--- config.mk ---
export PLATFORM = sky130hd
export DESIGN_NAME = adder_var_comb
export DESIGN_NICKNAME = d
export VERILOG_FILES = /design/src/rtl/adder_var_comb.sv
export SDC_FILE = /design/constraint.sdc
export NUM_CORES = 1
export LEC_CHECK = 0
export CORE_AREA = 2 2 39 41
export DETAILED_ROUTE_END_ITERATION = 8
export DIE_AREA = 0 0 41 43
export GPL_ROUTABILITY_DRIVEN = 0
export SLEW_MARGIN = 10
export SYNTH_ARGS = -nofsm -noshare
export SYNTH_HDL_FRONTEND = slang
export SYNTH_SLANG_ARGS = --single-unit
--- constraint.sdc ---
create_clock -name clk -period 1.6 [get_ports clk]
set_input_delay 0.4 -clock clk [delete_from_list [all_inputs] [get_ports clk]]
set_output_delay 0.4 -clock clk [all_outputs]
set_load 0.005 [all_outputs]
--- src/rtl/adder_var_comb.sv ---
`default_nettype none
// ============================================================================
// Module      : adder_var_comb
// Description : Two-operand unsigned adder with per-operand valid
//               qualification and a single registered output stage.
// Revision    : 1.0 - initial release
// ============================================================================
module adder_var_comb #(
    parameter int DATA_WIDTH = 4
) (
    input  logic                      clk,
    input  logic                      rst,
    input  logic [1:0]                i_valid,
    input  logic [2*DATA_WIDTH-1:0]   i_data_bus,
    input  logic                      i_en,
    output logic                      o_valid,
    output logic [DATA_WIDTH:0]       o_data_bus
);

    localparam int c_OUT_WIDTH = DATA_WIDTH + 1;

    logic [c_OUT_WIDTH-1:0] w_data_a;
    logic [c_OUT_WIDTH-1:0] w_data_b;
    logic                   w_next_valid;
    logic [c_OUT_WIDTH-1:0] w_next_data;

    logic                   r_valid;
    logic [c_OUT_WIDTH-1:0] r_data;

    // Operands are zero-extended first so the carry of a full add lands in the MSB.
    assign w_data_a = {1'b0, i_data_bus[2*DATA_WIDTH-1:DATA_WIDTH]};
    assign w_data_b = {1'b0, i_data_bus[DATA_WIDTH-1:0]};

    always_comb begin
        w_next_valid = 1'b0;
        w_next_data  = '0;
        if (i_en) begin
            unique case (i_valid)
                2'b11: begin
                    w_next_valid = 1'b1;
                    w_next_data  = w_data_a + w_data_b;
                end
                2'b10: begin
                    w_next_valid = 1'b1;
                    w_next_data  = w_data_a;
                end
                2'b01: begin
                    w_next_valid = 1'b1;
                    w_next_data  = w_data_b;
                end
                default: begin
                    w_next_valid = 1'b0;
                    w_next_data  = '0;
                end
            endcase
        end
    end

    always_ff @(posedge clk) begin
        if (rst) begin
            r_valid <= 1'b0;
            r_data  <= '0;
        end else begin
            r_valid <= w_next_valid;
            r_data  <= w_next_data;
        end
    end

    assign o_valid    = r_valid;
    assign o_data_bus = r_data;

endmodule
`default_nettype wire

==> results.tsv, run 1 <==
stage	metric	value	unit
sta	Max Slew Vio Count	0	
floorplanning	IO Count	19	
global_route	grt met1 use	0.134	
logic_synthesis	Synth area leader	dfxtp_1	
logic_synthesis	Post-synth EDFFs	0	
pwr	pwr dens	605	nW/µm²
sta	Worst-Margin Slew	0.302	ns
global_route	GR Layer Usage met2	0.213	
worst_setup_path	startpoint class of the critical path	primary input	
floorplanning	die area	1760	µm²
pwr	Psw	0.000106	W
pwr	Leak	0.338	nW
worst_setup_path	crit path kind	primary input to flip-flop	
floorplanning	height of the die	43	µm
floorplanning	core area	1380	µm²
cts	Worst-path clk slew	0.04	ns
worst_setup_path	Worst EP arrival	1.65	ns
pwr	Gate power share	0.336	
global_route	largest net degree at the start of global routing	9	
routing	Avg WL per Cell	9.63	µm
routing	Post-Route WL	867	µm
cells_and_area	Reg area	120	µm²
logic_synthesis	Syn Nets	61	
logic_synthesis	FF+latch count, synth	6	
sta	Tcrit/Tclk final	0.947	
global_route	Total GRT Usage	0.122	
cells_and_area	Layout Utilization	0.523	
cells_and_area	most common cell after layout, fill and taps aside	clkdlybuf4s50_1	
worst_setup_path	required time of the critical path	1.73	ns
logic_synthesis	Synth cell types	24	
job	Max-Cap Viols	0	
pwr	sequential share of power	0.359	
routing	drc violations	0	
routing	First-pass DRT Iterations	4	
floorplanning	die width	41	µm
cells_and_area	final net count	94	
global_route	grt met3 use	0	
worst_setup_path	crit-path max FO	2	
cells_and_area	Fillers	132	
cts	CTS Root Cell	clkbuf_4	
hold_path	worst hold path type	primary input to flip-flop	
sta	# setup viols final	0	
floorplanning	FP Rows	14	
global_route	global route total overflow	0	
cts	CTS tree	done	
logic_synthesis	Post-Synthesis Cells	43	
cts	clk sinks	6	
cells_and_area	Layout area overhead	84.7	%
logic_synthesis	sequential cell area fraction in the yosys report	0.307	
cells_and_area	area occupied by multi-input gates	287	µm²
cells_and_area	commonest non-fill, non-tap cells in the layout	12 x clkdlybuf4s50_1, 11 x buf_4, 6 x dfxtp_1	
sta	post-route minimum period	1.52	ns
cts	total CTS buffers	3	
routing	antenna viol nets, final	0	
routing	Vias per Instance	4.52	
pwr	internal power	0.000331	W
global_route	busiest metal layer after global routing	met2	
logic_synthesis	most common flop cell mapped by yosys	dfxtp_1	
routing	via count	407	
floorplanning	Initial Utilization	0.283	
cells_and_area	share of layout cells above drive strength 1	0.351	
worst_setup_path	CP endpoint kind	flip-flop	
placed_design	HPWL Detailed	717	µm
logic_synthesis	YS warnings	0	
pwr	sw frac	0.243	
cts	H-tree Lvls	1	
global_route	first-pass GRT wire length	1500	µm
run_status	run status	complete, no violations	
logic_synthesis	synth top area cells	dfxtp_1 31%, ha_1 13%, fa_1 5.1%	
logic_synthesis	asr flop ratio synth	0	
sta	Fin. Hold Viols	0	
sta	unrepaired setup endpoints after global routing	false	
sta	Slew headroom	0.798	
global_route	number of antenna violations at the first check in global routing	0	
cells_and_area	ANT cells	0	
cts	Clock Path Buffers	2	
logic_synthesis	syn_area_per_cell	9.11	µm²
pwr	maximum VDD drop	0.204	mV
sta	fmax	0.660	GHz
pwr	Clock Power Share	0.305	
logic_synthesis	synthesized area	392	µm²
global_route	vias in the first global route	400	
routing	initial drt markers	6	
logic_synthesis	area share of the largest cell type after synthesis	0.307	
pwr	overall power	0.000437	W
placed_design	IO Port Bufs	18	
cells in the mapped netlist (2+ instances only):
library cell	instances
ha_1	4
nor2_1	2
nand2_1	4
a31oi_1	2
dfxtp_1	6
inv_1	5
a21oi_1	3
metal layers:
metal / vias to the layer above / share of wire / routed length [µm]
met5: - / 0 / 0
met2: 11 / 0.54 / 471
li1: 216 / - / -
met4: 0 / 0 / 0
met1: 180 / 0.42 / 362
met3: 0 / 0.038 / 33
critical path, stage by stage:
cell,delay (ns)
dlygate4sd2_1,0.23
inv_2,0.05
fa_2,0.41
xnor2_2,0.15
mux2_4,0.26
a22oi_2,0.11
nor2_1,0.05
power groups by stage:
stage / Clock [W] / Sequential, W / Combinational (W)
2_1_floorplan: 0 / 0.000161 / 0.0000601
3_3_place_gp: 0 / 0.000160 / 0.000134
3_5_place_dp: 0 / 0.000160 / 0.000134
4_1_cts: 0.000140 / 0.000157 / 0.000139
5_1_grt: 0.000149 / 0.000157 / 0.000164
6_report: 0.000133 / 0.000157 / 0.000147
logic make-up (layout without fill, tap and decap cells):
group,after synthesis,after routing,share of synthesized area
compound gates,11,11,0.211
xor+xnor,1,1,0.0224
fa+ha+maj,5,5,0.179
buf+inv,6,37,0.0607
flops,6,6,0.307
mux,2,2,0.0671
simple gates,12,12,0.153
state kept, by name (all words and copies together) (netlist names):
name,count
o_data_bus,5
o_valid,1
worst paths after layout:
path	start	end	slack (ns)	depth (start not counted)
setup / recovery	i_data_bus[1]	o_data_bus[2]$_SDFF_PP0_	0.08	7
hold / removal	i_data_bus[0]	o_data_bus[0]$_SDFF_PP0_	0.49	3
stage by stage:
stage / std cells / hold slack [ns] / area [µm²] / worst slack [ns] / TNS (ns)
finish: 90 / 0.488 / 723 / 0.0842 / 0
global route: 90 / 0.503 / 723 / 0.00477 / 0
CTS: 89 / 0.533 / 704 / 0.00571 / 0
detailed placement: 86 / 1.01 / 664 / -0.540 / -1.76
global placement: 86 / 1.01 / 664 / -0.500 / -1.65
floorplan: 43 / 0.535 / 394 / 0.0231 / 0
repair_timing:
item	4_1_cts	5_1_grt
gates resized for setup	12	6
hold endpoints to repair	0	0
buffers inserted	0	1
setup endpoints to repair	4	2
cloned	0	0
hold buffers	0	0
pin swaps	3	3
final cells by class:
| type | count | area share |
|---|---|---|
| clock buffers | 3 | 0.0311 |
| inverters | 5 | 0.0260 |
| multi-input cells | 31 | 0.396 |
| flip-flops and latches | 6 | 0.166 |
| well taps | 16 | 0.0277 |
| repair buffers | 29 | 0.353 |
(Power assumes the default switching activity.)
==> inputs of run 2 (changes only) <==
- CTS_CLUSTER_SIZE: not set -> 30
==> results of run 2 <==
Final layout, timing and power as in run 1 (identical DEF).
